**src/rtl/alu_result_log_if.sv**
```systemverilog
// Bundle of the ALU result log's key inputs, result bus and display outputs.
// There is no valid/ready handshake here: STORE, NEXT and CLEAR are raw key
// levels, and only their rising edges matter (synchronized and edge-detected
// inside the log). RESULT is sampled on the cycle a store takes effect.
// The display outputs are plain register-derived levels with no qualifier.
interface alu_result_log_if #(
  parameter int DEPTH = 8,
  parameter int WIDTH = 8
);
  localparam int AW = $clog2(DEPTH);

  logic [WIDTH-1:0] RESULT;
  logic             STORE;
  logic             NEXT;
  logic             CLEAR;
  logic [WIDTH-1:0] VIEW;
  logic [AW-1:0]    VIEW_IDX;
  logic [AW:0]      COUNT;
  logic             FULL;
  logic             EMPTY;

  // Board / ALU side: drives the keys and result, watches the display.
  modport master (
    output RESULT, STORE, NEXT, CLEAR,
    input  VIEW, VIEW_IDX, COUNT, FULL, EMPTY
  );

  // Log side.
  modport slave (
    input  RESULT, STORE, NEXT, CLEAR,
    output VIEW, VIEW_IDX, COUNT, FULL, EMPTY
  );
endinterface

```
**src/rtl/alu_result_log.sv**
```systemverilog
// Circular log of the last DEPTH ALU results, scrollable oldest-to-newest.
// Keys are raw board levels: each goes through a two-flop synchronizer and a
// previous-value flop, giving a one-cycle pulse per rising edge.
// Per-cycle event priority is CLEAR, then STORE, then NEXT; lower-priority
// pulses arriving in the same cycle are dropped.
module alu_result_log #(
  parameter int DEPTH = 8,
  parameter int WIDTH = 8
) (
  input  logic             CLOCK_50,
  input  logic             RESETN,
  alu_result_log_if.slave  bus
);
  localparam int AW = $clog2(DEPTH);
  localparam logic [AW:0]   FULL_CNT = (AW+1)'(DEPTH);
  localparam logic [AW-1:0] LAST_OFF = AW'(DEPTH - 1);

  // Key vector order: bit 0 STORE, bit 1 NEXT, bit 2 CLEAR.
  logic [2:0] key_lvl;
  logic [2:0] key_s1;
  logic [2:0] key_s2;
  logic [2:0] key_p;
  logic [2:0] key_pulse;

  logic             st_pulse;
  logic             nx_pulse;
  logic             cl_pulse;

  logic [WIDTH-1:0] mem [DEPTH];
  logic [AW-1:0]    rd_ptr;
  logic [AW-1:0]    wr_ptr;
  logic [AW:0]      count;
  logic [AW-1:0]    view_off;
  logic [AW-1:0]    view_phys;
  logic [AW:0]      view_next;
  logic             is_full;
  logic             is_empty;
  logic             do_store;

  assign key_lvl = {bus.CLEAR, bus.NEXT, bus.STORE};

  // Synchronize raw key levels and keep the previous synchronized value.
  always_ff @(posedge CLOCK_50 or negedge RESETN) begin
    if (!RESETN) begin
      key_s1 <= '0;
      key_s2 <= '0;
      key_p  <= '0;
    end else begin
      key_s1 <= key_lvl;
      key_s2 <= key_s1;
      key_p  <= key_s2;
    end
  end

  assign key_pulse = key_s2 & ~key_p;
  assign st_pulse  = key_pulse[0];
  assign nx_pulse  = key_pulse[1];
  assign cl_pulse  = key_pulse[2];

  assign is_full   = (count == FULL_CNT);
  assign is_empty  = (count == '0);
  assign do_store  = st_pulse & ~cl_pulse;

  // Decode the physical slot being viewed and the candidate scroll offset.
  always_comb begin
    view_phys = rd_ptr + view_off;
    view_next = {1'b0, view_off} + 1'b1;
  end

  // Pointer, count and view-offset update with CLEAR > STORE > NEXT priority.
  always_ff @(posedge CLOCK_50 or negedge RESETN) begin
    if (!RESETN) begin
      rd_ptr   <= '0;
      wr_ptr   <= '0;
      count    <= '0;
      view_off <= '0;
    end else if (cl_pulse) begin
      rd_ptr   <= '0;
      wr_ptr   <= '0;
      count    <= '0;
      view_off <= '0;
    end else if (st_pulse) begin
      wr_ptr <= wr_ptr + 1'b1;
      if (is_full) begin
        // Overwrite the oldest entry: the window slides forward by one.
        rd_ptr   <= rd_ptr + 1'b1;
        view_off <= LAST_OFF;
      end else begin
        count    <= count + 1'b1;
        view_off <= count[AW-1:0];
      end
    end else if (nx_pulse && !is_empty) begin
      // Wrap from the newest entry back to the oldest.
      if (view_next == count) begin
        view_off <= '0;
      end else begin
        view_off <= view_next[AW-1:0];
      end
    end
  end

  // Result storage; cleared on reset, untouched by CLEAR.
  always_ff @(posedge CLOCK_50 or negedge RESETN) begin
    if (!RESETN) begin
      for (int i = 0; i < DEPTH; i++) begin
        mem[i] <= '0;
      end
    end else if (do_store) begin
      mem[wr_ptr] <= bus.RESULT;
    end
  end

  // Display outputs are combinational from the registered state.
  always_comb begin
    bus.VIEW     = is_empty ? '0 : mem[view_phys];
    bus.VIEW_IDX = view_off;
    bus.COUNT    = count;
    bus.FULL     = is_full;
    bus.EMPTY    = is_empty;
  end
endmodule

```
**src/flat_wrapper.sv**
```systemverilog
// flat-port wrapper written by rule: the top's interface ports become plain ports
module alu_result_log_flat 
#(
  parameter int DEPTH = 8,
  parameter int WIDTH = 8
)
  (CLOCK_50, RESETN, bus_RESULT, bus_STORE, bus_NEXT, bus_CLEAR, bus_VIEW, bus_VIEW_IDX, bus_COUNT, bus_FULL, bus_EMPTY);
  alu_result_log_if #(.DEPTH(DEPTH), .WIDTH(WIDTH)) bus_i ();
  input  logic CLOCK_50;
  input  logic RESETN;
  input wire logic [$bits(bus_i.RESULT)-1:0] bus_RESULT;
  input wire logic [$bits(bus_i.STORE)-1:0] bus_STORE;
  input wire logic [$bits(bus_i.NEXT)-1:0] bus_NEXT;
  input wire logic [$bits(bus_i.CLEAR)-1:0] bus_CLEAR;
  output wire logic [$bits(bus_i.VIEW)-1:0] bus_VIEW;
  output wire logic [$bits(bus_i.VIEW_IDX)-1:0] bus_VIEW_IDX;
  output wire logic [$bits(bus_i.COUNT)-1:0] bus_COUNT;
  output wire logic [$bits(bus_i.FULL)-1:0] bus_FULL;
  output wire logic [$bits(bus_i.EMPTY)-1:0] bus_EMPTY;
  assign bus_i.RESULT = bus_RESULT;
  assign bus_i.STORE = bus_STORE;
  assign bus_i.NEXT = bus_NEXT;
  assign bus_i.CLEAR = bus_CLEAR;
  assign bus_VIEW = bus_i.VIEW;
  assign bus_VIEW_IDX = bus_i.VIEW_IDX;
  assign bus_COUNT = bus_i.COUNT;
  assign bus_FULL = bus_i.FULL;
  assign bus_EMPTY = bus_i.EMPTY;
  alu_result_log #(.DEPTH(DEPTH), .WIDTH(WIDTH)) u_core (.CLOCK_50(CLOCK_50), .RESETN(RESETN), .bus(bus_i));
endmodule
```
**config.mk**
```make
export PLATFORM = sky130hd
export DESIGN_NAME = alu_result_log_flat
export DESIGN_NICKNAME = d
export VERILOG_FILES = /design/src/rtl/alu_result_log_if.sv /design/src/rtl/alu_result_log.sv /design/src/flat_wrapper.sv
export SDC_FILE = /design/constraint.sdc
export NUM_CORES = 1
export LEC_CHECK = 0
export ABC_AREA = 1
export BUFFER_PORTS_ARGS = -buffer_cell sky130_fd_sc_hd__buf_4
export CELL_PAD_IN_SITES_DETAIL_PLACEMENT = 0
export CELL_PAD_IN_SITES_GLOBAL_PLACEMENT = 1
export CORE_MARGIN = 4
export CORE_UTILIZATION = 45
export DETAILED_ROUTE_END_ITERATION = 10
export PLACE_DENSITY = 0.86
export SYNTH_ARGS = -nofsm -noshare
export SYNTH_HDL_FRONTEND = slang
export SYNTH_SLANG_ARGS = --single-unit
```
**constraint.sdc**
```tcl
create_clock -name CLOCK_50 -period 3.4 [get_ports CLOCK_50]
set_input_delay 0.68 -clock CLOCK_50 [delete_from_list [all_inputs] [get_ports CLOCK_50]]
set_output_delay 0.68 -clock CLOCK_50 [all_outputs]
set_load 0.02 [all_outputs]
```
=== Word level (Yosys, flattened, before mapping) ===
Index checks and enable logic that the tools add are counted.

* ROM bits: 0
* Flip-flop bits (word level): 86
* Latch bits: 0
* Memories: 0
* Memory bits (writable): 0

* Muxes and demuxes: 20
* Bitwise operators: 6
* Shift operators: 0
* Eq/ne operators: 3
* Multipliers: 0
* $lt $le $gt $ge: 3
* Reduce and logical (&&, ||, !) cells: 9
* Add/subtract/negate cells: 5
* Div/mod/pow operators: 0

{| class="wikitable"
|+ Operator list
! cell !! count
|-
| 64-bit bitwise mux || 1
|-
| 8-bit two-way mux || 4
|-
| 3-bit two-way mux || 10
|-
| 8-bit binary-select mux with 3-bit select || 1
|-
| 8-bit demux with 3-bit select || 1
|-
| 4-bit two-way mux || 3
|-
| 4-bit >= comparator (second input constant) || 2
|-
| 3-bit inverter with 4-bit output || 2
|-
| 3-bit by 1-bit adder with 3-bit output (second input constant) || 2
|-
| 3-bit by 1-bit adder with 4-bit output (second input constant) || 1
|-
| 4-bit by 1-bit adder with 4-bit output (second input constant) || 1
|-
| 4-bit equality test || 1
|-
| 4-bit equality test (second input constant) || 1
|-
| 4-bit zero test || 1
|-
| 4-bit by 1-bit < comparator with 1-bit output (second input constant) || 1
|-
| 2-bit AND reduction || 2
|-
| 2-bit nonzero test || 2
|-
| 3-bit adder || 1
|-
| 3-bit bitwise AND || 1
|-
| 3-bit inverter || 1
|-
| 3-bit nonzero test || 1
|-
| 1-bit logical AND || 2
|-
| 2-bit by 1-bit != test with 1-bit output (second input constant) || 1
|-
| 1-bit bitwise AND || 1
|-
| 2 further kinds || 2
|}

=== Depth between registers and ports, before layout ===
Gate-level depths: netlist (run 1).

* Depth after elaboration: 6
* Depth in mapped cells: 10
* Gate-level depth less buffers: 9

=== Least setup slack after synthesis (run 1) ===
OpenSTA, ideal clock, no wires.

* Path kind: register to output
* Start point: reg u_core.view_off[0], in the netlist u_core.bus.VIEW_IDX[0]
* End point: out bus_VIEW[6]
* Arrival time: 2272 ps
* Stages on the path, launching flop included: 10
* Setup slack: 448 ps
* Path through: dfrtp_1 > ha_1 > inv_1 > fa_1 > inv_1 > clkbuf_1 > o21ai_0 > o22ai_1 > nor2_1 > nor2_1

* Word-level cells in the longest chain between the ends: 6

{| class="wikitable"
|+ Ends and longest elaborated chain
! element !! line !! text
|-
| start, declared || alu_result_log.sv:33 || <nowiki>logic [AW-1:0] view_off;</nowiki>
|-
| start signal, assigned || alu_result_log.sv:90 || <nowiki>view_off <= count[AW-1:0];</nowiki>
|-
| start signal, assigned || alu_result_log.sv:97 || <nowiki>view_off <= view_next[AW-1:0];</nowiki>
|-
| 3-bit adder || alu_result_log.sv:66 || <nowiki>view_phys = rd_ptr + view_off;</nowiki>
|-
| 3-bit inverter with 4-bit output (not written as such) || alu_result_log.sv:115 || <nowiki>bus.VIEW = is_empty ? '0 : mem[view_phys];</nowiki>
|-
| 8-bit binary-select mux with 3-bit select || alu_result_log.sv:115 ||
|-
| 8-bit two-way mux (not written as such) (2 in a row) || alu_result_log.sv:115 ||
|-
| 8-bit two-way mux || alu_result_log.sv:115 ||
|-
| end, declared || flat_wrapper.sv:15 || <nowiki>output wire logic [$bits(bus_i.VIEW)-1:0] bus_VIEW;</nowiki>
|}

No other way between the ends. The select of a mux whose other input is x is not followed.

=== Worst setup path after layout (run 1) ===
* Start point: reg u_core.view_off[0], in the netlist u_core.bus.VIEW_IDX[0]
* End point: out bus_VIEW[5]

The elaborated chain is that of the path after synthesis.

==> results of run 1 <==
path summary, 6_finish.rpt:
path	slack (ns)	cells after the start	to	startpoint
max reg2reg	1.21	5	u_core.mem[52]$_DFFE_PN0P_	u_core.key_p[0]$_DFF_PN0_
min	0.36	0	u_core.key_s2[1]$_DFF_PN0_	u_core.key_s1[1]$_DFF_PN0_
min reg2reg	0.36	0	u_core.key_s2[1]$_DFF_PN0_	u_core.key_s1[1]$_DFF_PN0_
max	0.17	9	bus_VIEW[5]	u_core.bus.VIEW_IDX[0]$_DFFE_PN0P_
min in group asynchronous	0.48	1	u_core.bus.COUNT[2]$_DFFE_PN0P_	RESETN
max in group asynchronous	2.20	1	u_core.bus.VIEW_IDX[2]$_DFFE_PN0P_	RESETN
through the flow:
stage          hold WS (ns)  std cells  setup WS [ns]  area (um2)  total power [uW]
6_report              0.357        629          0.173        4580              3230
5_1_grt               0.366        629        0.00736        4580              3490
4_1_cts               0.360        629          0.142        4580              3260
3_5_place_dp          0.337        613          0.561        4370              2500
3_3_place_gp          0.333        613          0.584        4370              2490
2_1_floorplan         0.331        487          0.448        4070              2140
routing by layer:
metal	global-route usage [%]	vias up	wire length (um)
met5	0	-	0
met4	7.77	0	201
met3	3.18	17	458
met2	32.2	87	4580
met1	27.8	1576	4350
li1	-	1644	-
worst max-delay path, stage by stage, from the launching register on:
cell,delay (ns)
dfrtp_1,0.48
ha_1,0.19
inv_1,0.04
fa_1,0.53
buf_4,0.24
o21ai_0,0.11
o22ai_1,0.16
nor2_1,0.07
nor2_1,0.18
buf_4,0.18
sequential cells by signal (all words and copies together), names as in the netlist:
register and cells:
u_core.bus.VIEW_IDX 3, u_core.bus.COUNT 4, u_core.key_s2 3, u_core.key_p 3, u_core.key_s1 3, u_core.rd_ptr 3, u_core.wr_ptr 3, u_core.mem 64
what timing repair did:
| item | CTS | global route |
|---|---|---|
| endpoints found under the setup margin | 0 | 3 |
| resized for setup | 0 | 1 |
| buffers inserted | 0 | 0 |
placed cells by master (no fill, tap or decap), drive strengths merged:
cell	netlist	routed
nor3b	1	1
fa	1	1
nor2	47	47
clkbuf	8	10
nand2	148	148
a31oi	1	1
dfrtp	86	86
nand3	24	24
nand3b	1	1
bufinv	0	1
clkinvlp	0	3
o22ai	8	8
nor3	1	1
a211oi	1	1
o21ai	88	88
buf	10	36
o21a	1	1
xor2	5	5
ha	6	6
nand4	8	8
inv	35	36
clkinv	0	1
a21oi	7	7
area by class of cell:
class                           count  area (um2)
Multi-Input combinational cell    348        1680
Timing Repair Buffer               36         270
Clock buffer                       10         138
Sequential cell                    86        2150
Tap cell                          108         135
Fill cell                         853        4180
Clock inverter                      6        70.1
Inverter                           35         131
cell families (layout without fill, tap and decap cells):
logic type / after synthesis / in the layout / synth area share (%)
AND/OR/NAND/NOR: 230 / 230 / 24.2
buffers and inverters: 53 / 87 / 5.69
flip-flops: 86 / 86 / 52.9
adder cells (fa/ha/maj): 7 / 7 / 2.34
XOR/XNOR: 5 / 5 / 1.45
AO/OA/AOI/OAI: 106 / 106 / 13.4
power by group through the flow:
| stage | clock [uW] | sequential [uW] | combinational [uW] |
|---|---|---|---|
| after detailed placement | 0 | 1440 | 1070 |
| final | 745 | 1420 | 1060 |
| after CTS | 763 | 1420 | 1070 |
| after global placement | 0 | 1430 | 1060 |
| after floorplan | 0 | 1410 | 725 |
| after global routing | 806 | 1450 | 1230 |
==> reports/metrics.yaml, run 1 <==
outcome:
  outcome: "finished, final reports clean"
pwr:
  internal_power_uw: 2030
  cellPowerDensity_nw_per_um2: 705
  power_frac_seq_pct: 44.0
  clock_power_share_pct: 23.1
  netSwitchingFraction_pct: 37.2
  p_switching_uw: 1200
  share_comb_of_total_power_pct: 32.9
  static-leakage-power_uw: 0.00229
  vdd_drop_max_mv: 0.350
synthesis:
  synth.largest_area_cell: "dfrtp_1"
  synth.area.top_cells: "dfrtp_1, nand2_1, o21ai_0, nor2_1, inv_1"
  yosys_register_bits: 86
  syn_nets: 507
  yosys.cell_count.top_type: "nand2_1"
  synth.lib_cells_used.distinct: 26
  synth-edff-count: 0
  synth_top_cell_area_share_pct: 52.9
  async_flop_share_pct: 100
  synth_commonest_cells: "nand2_1, o21ai_0, dfrtp_1, nor2_1, inv_1"
  synthesis.area_per_instance_um2: 8.35
  synth-seq-area-share_pct: 52.9
  synth.cell_area_um2: 4070
  synth_top_flop_cell: "dfrtp_1"
  synth-warning-count: 0
  synth_cells: 487
setup_path:
  largest_fanout_of_any_net_on_the_critical_path: 16
  critical_path_arrival_ns: 2.55
  worstSetupPathType: "reg -> out"
  start_kind: "flop"
  critPathRequiredTime_ns: 2.72
  worst_setup_end_kind: "output pin"
grt:
  antenna_found_initial: 0
  globalRouteTotalUtil_pct: 20.2
  first_global_vias: 3256
  grt_start_max_net_pins: 87
  grt_overflow: 0
  wire_length_of_the_first_global_routing_pass_mm: 16.3
sta:
  fin_crit_sh_pct: 94.9
  slew_viol_final: 0
  rsz0062_at_grt: "no"
  max_clock_freq_mhz: 310
  post-route-min-period_ns: 3.23
  timing.slew.headroom_pct: 28.4
  setup_viol_count_final: 0
  hold_viol_final: 0
  setup_tns_ns: 0
  skew_ns: 0.0102
  tightest_slew_ns: 1.07
floorplan:
  dieArea_um2: 10600
  initial_utilization_pct: 46.4
  row_count: 34
  chipWidth_um: 103
  floorplan.die.height_um: 103
  count_of_pins_on_the_block_boundary: 30
  core_area_um2: 8760
drt:
  detail_route.first_pass.iterations: 5
  route.detailed.wl_per_inst_um: 15.2
  drcViolationCount: 0
  drt-initial-drc-count: 209
  num_vias: 3324
  avgViaCountPerCell: 5.28
  detail-route-antenna-nets: 0
  routed_wl_mm: 9.59
cts:
  clk_pin_slew_worst_paths_ns: 0.09
  cts-hold-fix-buffers: 0
  later_pin_clock_latency_in_the_skew_report_ns: 0.36
  tritoncts.num_buffers: 9
  max-clock-path-buffers: 2
  cts_num_sinks: 86
  tritoncts: "yes"
  cts_root_buffer: "clkbuf_8"
  h-tree-depth: 3
place:
  place.gp.congestion: 0.838
  hpwlAfterDp_mm: 6.53
  io_buffer_count: 29
layout:
  post_route_cells_drive_above_1_share_pct: 11.7
  fin_nets: 536
  area_growth_syn_to_fin_pct: 12.6
  antennaDiodeCount: 0
  final_util_pct: 52.3
job:
  drv.max_cap_violation_count: 0
worst_hold_path:
  timing.hold.worst.class: "reg -> reg"
Power figures use the tool's default switching activity.
==> inputs of run 2 (changes only) <==
PLACE_DENSITY = unset   (was 0.86)
PLACE_DENSITY_LB_ADDON = 0.12   (was unset)
SLEW_MARGIN = 25   (was unset)
==> run 2 against run 1 <==
  * Register-to-register slack lost 0.05 ns
  * Fmax grew 2.7%
  * Total power shrank 1.4%
==> reports/metrics.yaml, run 2 (synthesis results as in run 1) <==
outcome:
  outcome: "finished, final reports clean"
job:
  drv.max_cap_violation_count: 0  # unchanged
sta:
  setup_viol_count_final: 0  # unchanged
  fin_crit_sh_pct: 92.4  # -2.5 points
  fin_hold_ws_ns: 0.281  # -0.0758 ns
  timing.slew.headroom_pct: 48.3  # +20 points
  tightest_slew_ns: 0.773  # -0.301 ns
  slew_viol_final: 0  # unchanged
  max_clock_freq_mhz: 318  # +2.7%
  hold_viol_final: 0  # unchanged
  rsz0062_at_grt: "no"
  setup_tns_ns: 0  # unchanged
  post-route-min-period_ns: 3.14  # -0.0852 ns
  skew_ns: 0.00800  # -0.00220 ns
grt:
  antenna_found_initial: 0  # unchanged
  wire_length_of_the_first_global_routing_pass_mm: 16.9  # +3.6%
  first_global_vias: 3140  # -3.6%
  grt_start_max_net_pins: 40  # -54%
  grt_overflow: 0  # unchanged
  globalRouteTotalUtil_pct: 21.2  # +0.98 points
cts:
  clk_pin_slew_worst_paths_ns: 0.09  # about the same
  tritoncts.num_buffers: 9  # unchanged
  cts-hold-fix-buffers: 0  # unchanged
  cts_root_buffer: "clkbuf_8"
  tritoncts: "yes"
  max-clock-path-buffers: 2  # unchanged
  cts_num_sinks: 86  # unchanged
  later_pin_clock_latency_in_the_skew_report_ns: 0.36  # about the same
  h-tree-depth: 3  # unchanged
drt:
  route.detailed.wl_per_inst_um: 16.3  # +7.2%
  routed_wl_mm: 10.3  # +7.7%
  drcViolationCount: 0  # unchanged
  detail-route-antenna-nets: 0  # unchanged
  avgViaCountPerCell: 5.20  # -1.6%
  num_vias: 3285  # -1.2%
  detail_route.first_pass.iterations: 4  # -1
  drt-initial-drc-count: 207  # -0.96%
floorplan:
  row_count: 34  # unchanged
  core_area_um2: 8760  # unchanged
  count_of_pins_on_the_block_boundary: 30  # unchanged
  floorplan.die.height_um: 103  # unchanged
  chipWidth_um: 103  # unchanged
  initial_utilization_pct: 46.4  # unchanged
  dieArea_um2: 10600  # unchanged
layout:
  antennaDiodeCount: 0  # unchanged
  largest-register: "u_core.mem"
  area_growth_syn_to_fin_pct: 12.5  # about the same
  finalInstanceArea_um2: 4580  # about the same
  mostFrequentLayoutCell: "nand2_1"
  post_route_cells_drive_above_1_share_pct: 12.2  # +0.51 points
  stdcell_count: 632  # +0.48%
  largest_reg_flops: 64  # unchanged
  final_cell_mix: "nand2_1, o21ai_0, dfrtp_1"
  fin_nets: 539  # +0.56%
setup_path:
  start_kind: "flop"
  largest_fanout_of_any_net_on_the_critical_path: 8  # -8
  critical_path_arrival_ns: 2.46  # -0.09 ns
  critPathRequiredTime_ns: 2.72  # about the same
  worstSetupPathType: "reg -> out"
  worst_setup_end_kind: "output pin"
place:
  hpwlAfterDp_mm: 6.87  # +5.1%
  io_buffer_count: 29  # unchanged
  placedCellCount: 616  # +0.49%
  place.gp.congestion: 0.804  # -4.0%
  dpl_cell_area_um2: 4390  # +0.52%
pwr:
  cellPowerDensity_nw_per_um2: 696  # -1.3%
  share_comb_of_total_power_pct: 34.1  # +1.2 points
  internal_power_uw: 1950  # -3.7%
  clock_power_share_pct: 21.3  # -1.8 points
  static-leakage-power_uw: 0.00230  # +0.69%
  p_switching_uw: 1230  # +2.6%
  netSwitchingFraction_pct: 38.7  # +1.5 points
  vdd_drop_max_mv: 0.287  # -18%
  power_frac_seq_pct: 44.6  # +0.6 points
worst_hold_path:
  timing.hold.worst.class: "in -> async"
## run 2: cell types whose count changed in the layout (fill, tap and decap cells not counted), moves of 2 or more
cell / previous run / this run
inv_6: 1 / 3
clkinvlp_4: 3 / 0
clkinv_2: 0 / 2
buf_4: 36 / 39
## run 2: power by group through the flow
stage	Sequential [uW]	Combinational (uW)	Clock, uW
3_3_place_gp	1430	1080	0
6_report	1420	1090	680
4_1_cts	1420	1100	693
3_5_place_dp	1430	1090	0
5_1_grt	1450	1250	736
2_1_floorplan	1410	725	0
## run 2: stage by stage
step           setup WS (ns)  power, uW  utilization, %
2_1_floorplan          0.448       2140               -
3_3_place_gp           0.613       2510            50.1
3_5_place_dp           0.629       2530            50.1
4_1_cts                0.213       3210            52.2
5_1_grt               0.0570       3440            52.2
6_report               0.259       3190            52.2
## run 2: metal layers
layer / global-route usage (%) / wire length (um) / vias to the layer above
met2: 35.1 / 4950 / 67
met5: 0 / 0 / -
met1: 29.2 / 4780 / 1561
met4: 4.48 / 87 / 0
met3: 3.72 / 507 / 8
li1: - / - / 1649
## run 2: layout make-up
cell class / instances / area (um2)
repair buffers: 39 / 293
inverters: 35 / 131
flip-flops and latches: 86 / 2150
multi-input cells: 348 / 1680
fillers: 874 / 4190
clock buffers: 9 / 124
clock inverters: 7 / 56.3
well taps: 108 / 135
## run 2: what timing repair did
action,CTS,global route
resized for setup,0,1
setup buffers,0,0
endpoints found under the setup margin,0,1
## run 2: final timing paths
check | from | to | slack, ns | depth (start not counted)
max reg2reg | u_core.key_p[0]$_DFF_PN0_ | u_core.mem[53]$_DFFE_PN0P_ | 1.16 | 5
min reg2reg | u_core.key_s1[2]$_DFF_PN0_ | u_core.key_s2[2]$_DFF_PN0_ | 0.36 | 0
min in group CLOCK_50 | u_core.key_s1[2]$_DFF_PN0_ | u_core.key_s2[2]$_DFF_PN0_ | 0.36 | 0
max | u_core.bus.VIEW_IDX[0]$_DFFE_PN0P_ | bus_VIEW[5] | 0.26 | 10
max in group asynchronous | RESETN | u_core.mem[62]$_DFFE_PN0P_ | 2.37 | 2
min | RESETN | u_core.bus.COUNT[1]$_DFFE_PN0P_ | 0.28 | 1
## run 2: critical path, cell delays in order, from the launching register on
cell	delay, ns
dfrtp_2	0.47
ha_1	0.21
inv_1	0.06
fa_1	0.48
inv_1	0.10
buf_4	0.16
o21ai_0	0.09
o22ai_1	0.15
nor2_1	0.07
nor2_1	0.15
buf_4	0.16
